$ cat config.mk
export PLATFORM = sky130hd
export DESIGN_NAME = host_cmd_seq
export DESIGN_NICKNAME = d
export VERILOG_FILES = /design/src/rtl/host_cmd_seq.sv
export SDC_FILE = /design/constraint.sdc
export NUM_CORES = 1
export LEC_CHECK = 0
export ABC_AREA = 1
export CORE_ASPECT_RATIO = 0.75
export CORE_MARGIN = 8
export CORE_UTILIZATION = 56
export DETAILED_ROUTE_END_ITERATION = 8
export GPL_TIMING_DRIVEN = 0
export PLACE_DENSITY_LB_ADDON = 0.08
export SLEW_MARGIN = 20
export SYNTH_ARGS = -nofsm -noshare
export SYNTH_HDL_FRONTEND = slang
export SYNTH_SLANG_ARGS = --single-unit
$ cat constraint.sdc
create_clock -name clk -period 4.7 [get_ports clk]
set_clock_uncertainty 0.15 [all_clocks]
set_input_delay 0.94 -clock clk [delete_from_list [all_inputs] [get_ports clk]]
set_output_delay 0.94 -clock clk [all_outputs]
set_load 0.05 [all_outputs]
$ cat src/rtl/host_cmd_seq.sv
// Host-side command sequencer: sends a CMD_BYTES-byte command MSB-first to a byte
// UART transmitter, then collects a programmable number of response bytes.
`timescale 1ns/1ps

module host_cmd_seq #(
    parameter int          CMD_BYTES   = 3,
    parameter int          MAX_RESP    = 512,
    parameter int          TIMEOUT_CYC = 65535,
    parameter logic [7:0]  ACK_VAL     = 8'hA5,
    localparam int         RLW         = $clog2(MAX_RESP + 1)
) (
    input  logic                   clk,
    input  logic                   rst_n,
    input  logic [8*CMD_BYTES-1:0] cmd,
    input  logic                   send_cmd,
    input  logic [RLW-1:0]         resp_len,
    input  logic                   chk_ack,
    output logic [7:0]             tx_data,
    output logic                   trmt,
    input  logic                   tx_done,
    input  logic [7:0]             rx_data,
    input  logic                   rx_rdy,
    output logic                   clr_rx_rdy,
    output logic                   busy,
    output logic                   cmd_sent,
    output logic [7:0]             resp,
    output logic                   resp_vld,
    output logic [RLW-1:0]         resp_cnt,
    output logic                   done,
    output logic                   nak,
    output logic                   timeout,
    output logic [2:0]             state_dbg
);

    localparam int CW  = 8 * CMD_BYTES;
    localparam int BIW = $clog2(CMD_BYTES + 1);
    localparam int TW  = $clog2(TIMEOUT_CYC + 1);
    localparam logic [BIW-1:0] LAST_BYTE = BIW'(CMD_BYTES - 1);
    localparam logic [TW-1:0]  TMO_LAST  = TW'(TIMEOUT_CYC - 1);
    localparam logic [RLW-1:0] MAX_LEN   = RLW'(MAX_RESP);

    typedef enum logic [2:0] {
        IDLE    = 3'd0,
        TX_LOAD = 3'd1,
        TX_WAIT = 3'd2,
        RX_WAIT = 3'd3,
        DONE    = 3'd4
    } state_t;

    state_t          state;
    logic [CW-1:0]   cmd_sr;
    logic [BIW-1:0]  byte_idx;
    logic [RLW-1:0]  resp_len_q;
    logic            chk_ack_q;
    logic [TW-1:0]   tmo_cnt;
    logic            rx_take;

    // Handshakes: trmt is a one-cycle strobe with tx_data held until tx_done;
    // rx_rdy is a level that the receiver drops one edge after our one-cycle
    // clr_rx_rdy, so a byte is only taken while clr_rx_rdy is low.
    assign rx_take   = rx_rdy && !clr_rx_rdy;
    assign state_dbg = state;

    always_ff @(posedge clk or negedge rst_n) begin
        if (!rst_n) begin
            state      <= IDLE;
            cmd_sr     <= '0;
            byte_idx   <= '0;
            resp_len_q <= '0;
            chk_ack_q  <= 1'b0;
            tmo_cnt    <= '0;
            tx_data    <= '0;
            trmt       <= 1'b0;
            clr_rx_rdy <= 1'b0;
            busy       <= 1'b0;
            cmd_sent   <= 1'b0;
            resp       <= '0;
            resp_vld   <= 1'b0;
            resp_cnt   <= '0;
            done       <= 1'b0;
            nak        <= 1'b0;
            timeout    <= 1'b0;
        end else begin
            trmt       <= 1'b0;
            cmd_sent   <= 1'b0;
            resp_vld   <= 1'b0;
            done       <= 1'b0;
            // Bytes arriving outside the response window are discarded.
            clr_rx_rdy <= (state != RX_WAIT) && rx_take;

            case (state)
                IDLE: begin
                    if (send_cmd) begin
                        tx_data    <= cmd[CW-1 -: 8];
                        cmd_sr     <= cmd << 8;
                        trmt       <= 1'b1;
                        byte_idx   <= '0;
                        resp_len_q <= (resp_len > MAX_LEN) ? MAX_LEN : resp_len;
                        chk_ack_q  <= chk_ack;
                        nak        <= 1'b0;
                        timeout    <= 1'b0;
                        resp_cnt   <= '0;
                        tmo_cnt    <= '0;
                        busy       <= 1'b1;
                        state      <= TX_LOAD;
                    end
                end

                TX_LOAD: state <= TX_WAIT;

                TX_WAIT: begin
                    if (tx_done) begin
                        if (byte_idx == LAST_BYTE) begin
                            cmd_sent <= 1'b1;
                            tmo_cnt  <= '0;
                            if (resp_len_q == '0) begin
                                done  <= 1'b1;
                                busy  <= 1'b0;
                                state <= DONE;
                            end else begin
                                state <= RX_WAIT;
                            end
                        end else begin
                            byte_idx <= byte_idx + BIW'(1);
                            tx_data  <= cmd_sr[CW-1 -: 8];
                            cmd_sr   <= cmd_sr << 8;
                            trmt     <= 1'b1;
                            state    <= TX_LOAD;
                        end
                    end
                end

                RX_WAIT: begin
                    if (rx_take) begin
                        resp       <= rx_data;
                        resp_vld   <= 1'b1;
                        clr_rx_rdy <= 1'b1;
                        resp_cnt   <= resp_cnt + RLW'(1);
                        tmo_cnt    <= '0;
                        if (resp_cnt == '0 && chk_ack_q && rx_data != ACK_VAL)
                            nak <= 1'b1;
                        if (resp_cnt + RLW'(1) == resp_len_q) begin
                            done  <= 1'b1;
                            busy  <= 1'b0;
                            state <= DONE;
                        end
                    end else if (tmo_cnt == TMO_LAST) begin
                        timeout <= 1'b1;
                        done    <= 1'b1;
                        busy    <= 1'b0;
                        state   <= DONE;
                    end else begin
                        tmo_cnt <= tmo_cnt + TW'(1);
                    end
                end

                DONE: state <= IDLE;

                default: state <= IDLE;
            endcase
        end
    end

endmodule
# Yosys cells after proc, flatten, opt, wreduce, memory -nomap -nowiden
# Index checks and enable logic that the tools add are counted.
totals:
  in_bits: 48
  register_bits: 90
  wordCells: 124
  output_inout_bits: 37
classes:
  n_reduce_logical: 20
  muxes: 63
  eq_ne: 20
  addsub: 3
  order_cmp: 1
ops:
  columns: ["operator", "count"]
  rows:
  - ["two-way mux 16 bit", 5]
  - ["two-way mux 24 bit", 3]
  - ["one-hot mux 16 bit (3 select lines)", 1]
  - ["one-hot mux 24 bit (2 select lines)", 1]
  - ["two-way mux 10 bit", 3]
  - ["two-way mux 1 bit", 28]
  - ["two-way mux 8 bit", 3]
  - ["two-way mux 3 bit", 7]
  - ["zero test 10 bit", 2]
  - ["one-hot mux 10 bit (2 select lines)", 1]
  - ["!= test 2 bit (second input constant)", 9]
  - ["adder 16 x 1 -> 16 bit (second input constant)", 1]
  - ["== test 16 bit (second input constant)", 1]
  - ["one-hot mux 8 bit (2 select lines)", 1]
  - ["AND reduction 4 bit", 4]
  - ["one-hot mux 3 bit (4 select lines)", 1]
  - ["adder 10 x 1 -> 10 bit (second input constant)", 1]
  - ["== test 10 bit", 1]
  - ["greater-than comparator 10 bit (second input constant)", 1]
  - ["!= test 3 bit (second input constant)", 3]
  - ["!= test 8 bit (second input constant)", 1]
  - ["one-hot mux 1 bit (2 select lines)", 4]
  - ["AND reduction 7 bit", 1]
  - ["== test 3 x 2 -> 1 bit (second input constant)", 2]
  - ["other kinds (15)", 22]

# Logic depth before layout (Yosys ltp)
logic_depth:
  word_depth: 6
  mapped_depth: 14
  mapped_depth_nobuf: 14

# Least setup slack after synthesis
# No wires, ideal clock.
synth_timing:
  path_kind: "reg2reg"
  start: "register resp_cnt[0]"
  end: "register state[1] (netlist: state_dbg[1])"
  stages_incl_launch_ff: 13
  setup_ns: 0.116
  path_buffers: 0
  path_slack_ns: 2.471
  required_time_ns: 4.434
  synth_period_minus_slack_ns: 2.229
  arrival_time_ns: 1.963
  cell_sequence: "dfrtp_1 inv_1 ha_1 xnor2_1 nand2_1 nor2_1 nand3_1 nor2_1 nand4_1 nand2_1 nand2_1 nor2_1 nor2_1"
synth_via:
  elab_chain_cells: 4
synth_lines:
  columns: ["element", "line", "source"]
  rows:
  - ["start, declared", "28", "output logic [RLW-1:0] resp_cnt,"]
  - ["start signal, assigned", "138", "resp_cnt <= resp_cnt + RLW'(1);"]
  - ["adder 10 x 1 -> 10 bit", "142", "if (resp_cnt + RLW'(1) == resp_len_q) begin"]
  - ["== test 10 bit", "142", null]
  - ["!= test 3 bit (no line)", null, null]
  - ["AND reduction 4 bit (no line)", null, null]
  - ["end signal, assigned", "145", "state <= DONE;"]
  - ["end signal, assigned", "151", "state <= DONE;"]
  - ["end signal, assigned", "157", "DONE: state <= IDLE;"]
  - ["end, declared", "50", "state_t state;"]
# Every way passes these cells.
# A chain may end at the register's enable or synchronous reset.

# Worst setup path in the final report
layout_timing:
  start: "input rx_rdy"
  end: "register resp_cnt[0]"
layout_via:
  elab_chain_cells: 3
layout_lines:
  columns: ["element", "line", "source"]
  rows:
  - ["start, declared", "22", "input logic rx_rdy,"]
  - ["logical AND 1 bit", "61", "assign rx_take = rx_rdy && !clr_rx_rdy;"]
  - ["!= test 2 bit (no line)", null, null]
  - ["AND reduction 3 bit (no line)", null, null]
# Every way passes these cells.

==> impl_metrics.ini <==
[cells_and_area]
synthToLayoutAreaGrowth_pct = 28.9
drive_gt1_share_pct = 10.0
nets = 668
antenna_cells = 0

[clock_network]
cts_resized = 0
cts_buffer_depth = 2
cts_tree = built
cts.htree.levels = 3
clk_latency_ns = 0.36
cts_inserted_buffers = 9
post_cts_buffers = 0
clk_pin_slew_ns = 0.09
clockRootBuffer = clkbuf_8
ctsHoldBuffers = 0
clock-sinks = 82

[floorplan]
ios = 85
dieArea_mm2 = 0.0106
rows = 27
initial_core_util_pct = 57.7
core_mm2 = 0.00730
die_w_um = 116
die_y_um = 91.1

[logic_synthesis]
synthesis.nets = 572
synth.distinct_cells = 40
synth_fa_ha_area_share_pct = 1.49
muxShareOfSynthArea_pct = 0.268
synthXorXnorAreaFrac_pct = 1.04
synth_top_family_by_area = simple AND/OR/NAND/NOR gates
synth_compound_area_share_pct = 11.0
synth_seq_cells = 82
syn_avg_cell_area_um2 = 8.11
yosys_warnings = 0
postSynthCellCount = 519
syn_area_mm2 = 0.00421
ys.flop_type = dfrtp_1
ys_seq_area_share_pct = 48.8
synth_edf_count = 0
yosys.area_share.simple_pct = 29.4
synthArstFlopShare_pct = 100

[placement]
routabilityCongestion = 0.910
port-buffer-count = 84
place_ws_ns = 1.53
hpwl_mm = 8.36

[global_route]
grt_max_degree = 52
grt_overflow = 0
grt_usage_pct = 21.6
antenna_found_initial = 0
grt_pass1_wl_mm = 18.4
first_global_vias = 3860

[sta]
fmax_mhz = 356
fin_ws_ns = 1.89
rsz0062_at_grt = no
slew_headroom_pct = 55.9
setup_violations = 0
slew_violations = 0
min_period_over_period_pct = 59.8
min_period_ns = 2.81
hold_violations = 0
hold_ws_ns = 0.325
tightest_slew_ns = 0.655
fin_tns_setup_ns = 0

[worst_setup_path]
cp_cell_sequence = clkdlybuf4s50_1 > inv_1 > nor2_1 > inv_1 > nor2_1 > inv_2 > nand2_1 > o21ai_0
cp-start-kind = input pin
endpoint = resp_cnt[0]
slowest_stage = clkdlybuf4s50_1
required_ns = 4.78
reg2reg_from = resp_cnt[0]
ff2ff_setup_slack_ns = 2.49
arrival_ns = 2.89
cpPeakStageDelay_ns = 0.47
r2r-end = state_dbg[1]
startpoint = rx_rdy
ff2ff_path_depth = 12
crit_type = input pin to flip-flop
critical_path.endpoint_type = flip-flop
cp_max_fo = 10

[drt]
drtPass1Iterations = 5
via_per_inst = 5.45
drtIter0Drc = 336
routed_wl_mm = 11.0
drc_errors = 0
wl_per_cell_um = 15.2
final_antenna_net_count = 0
vias = 3931

[power]
p_leak_uw = 0.00242
power_density_mw_per_mm2 = 658
peakVddDrop_mv = 0.345

[status]
status = finished clean

[hold_path]
hp-start = resp[7]
hold_path.class = flip-flop to flip-flop

[flow_run]
maxCapViolations = 0
-- worst min-delay path by stage --
stage                end  slack, ns  cells after the start
6_report         resp[7]       0.32                      2
3_5_place_dp     resp[0]       0.31                      2
4_1_cts          resp[0]       0.33                      2
3_3_place_gp     resp[0]       0.30                      2
5_1_grt          resp[7]       0.34                      2
2_1_floorplan  chk_ack_q       0.29                      2
-- cells by family after synthesis --
group           Yosys count
flops                    82
simple gates            269
buf+inv                  79
xor+xnor                  5
compound gates           78
mux                       1
fa+ha+maj                 5
-- layer usage --
layer / part of all wire, % / wire length, um / GRT usage [%]
met5: 0 / 0 / 0
met3: 8.9 / 982 / 7.21
met4: 1.0 / 112 / 5.17
met2: 44 / 4810 / 32.0
met1: 46 / 5080 / 29.6
-- synthesized netlist by cell type (2+ instances only) --
cell type / count / area, um2
nand3_1: 46 / 230
o22ai_1: 4 / 25.0
o21ai_0: 29 / 145
a21oi_1: 12 / 60.1
nor2_4: 6 / 67.6
nor3_1: 5 / 25.0
xnor2_1: 3 / 26.3
nand2_1: 134 / 503
buf_6: 4 / 45.0
nand2_4: 3 / 33.8
ha_1: 5 / 62.6
clkbuf_1: 4 / 15.0
dfrtp_1: 82 / 2050
nand4_1: 9 / 56.3
nand2_2: 2 / 12.5
inv_1: 57 / 214
nor2_2: 3 / 18.8
o21a_1: 2 / 15.0
a31oi_1: 16 / 100
nor2_1: 51 / 191
inv_2: 8 / 30.0
nor4_1: 3 / 18.8
xor2_1: 2 / 17.5
nor3_2: 4 / 40.0
o21ai_1: 7 / 35.0
buf_2: 4 / 20.0
-- final cells by class --
type,instances,area (um2)
Timing Repair Buffer,85,866
Clock inverter,7,98.8
Sequential cell,82,2050
Fill cell,578,1870
Inverter,66,250
Multi-Input combinational cell,358,1820
Buffer,13,87.6
Tap cell,101,126
Clock buffer,9,124
-- flip-flops by register name, indices dropped and copies added (netlist names) --
signal and flops:
done 1, chk_ack_q 1, resp_cnt 10, cmd_sr 16, timeout 1, cmd_sent 1
trmt 1, resp_vld 1, nak 1, clr_rx_rdy 1, resp 8, byte_idx 2
resp_len_q 10, busy 1, tx_data 8, tmo_cnt 16, state_dbg 3
-- layout by cell type, fill, tap and decap left out, types with 2 or more instances in the layout --
cell | netlist | final
nand2_4 | 3 | 3
nand4_1 | 9 | 9
nor2_1 | 51 | 51
nor4_1 | 3 | 3
xor2_1 | 2 | 2
o21a_1 | 2 | 2
inv_1 | 57 | 57
dfrtp_1 | 82 | 82
nor2_2 | 3 | 3
a31oi_1 | 16 | 16
inv_6 | 0 | 3
o22ai_1 | 4 | 4
nand2_1 | 134 | 134
nor3_2 | 4 | 4
o21ai_1 | 7 | 7
buf_2 | 4 | 4
clkdlybuf4s50_1 | 0 | 83
nor2_4 | 6 | 6
clkbuf_1 | 4 | 4
bufinv_16 | 0 | 2
nand2_2 | 2 | 2
a21oi_1 | 12 | 12
buf_4 | 1 | 2
o21ai_0 | 29 | 29
nand3_1 | 46 | 46
ha_1 | 5 | 5
buf_6 | 4 | 4
nor3_1 | 5 | 5
xnor2_1 | 3 | 3
inv_2 | 8 | 8
clkbuf_8 | 0 | 9
-- per-stage QoR --
step                      total power (uW)  instance area [um2]  std cells  utilization (%)
final                                 3570                 5420        721             74.3
after global routing                  3810                 5420        721             74.3
after CTS                             3580                 5420        721             74.3
after detailed placement              2990                 5200        705             71.3
after global placement                2940                 5170        704             70.9
after floorplan                       2400                 4210        519                -
-- worst max-delay path, delay by kind of cell --
family	cells	cell delay, ns
AO/OA/AOI/OAI	1	0.14
buffers and inverters	4	0.75
AND/OR/NAND/NOR	3	1.05
-- where the power goes --
group          leakage, uW  switching [uW]  total (uW)  internal [uW]
combinational      0.00126            1250        1870            619
clock             0.000111             275         579            304
sequential         0.00105             177        1120            947
total              0.00242            1700        3570           1870
Power figures use the tool's default switching activity.
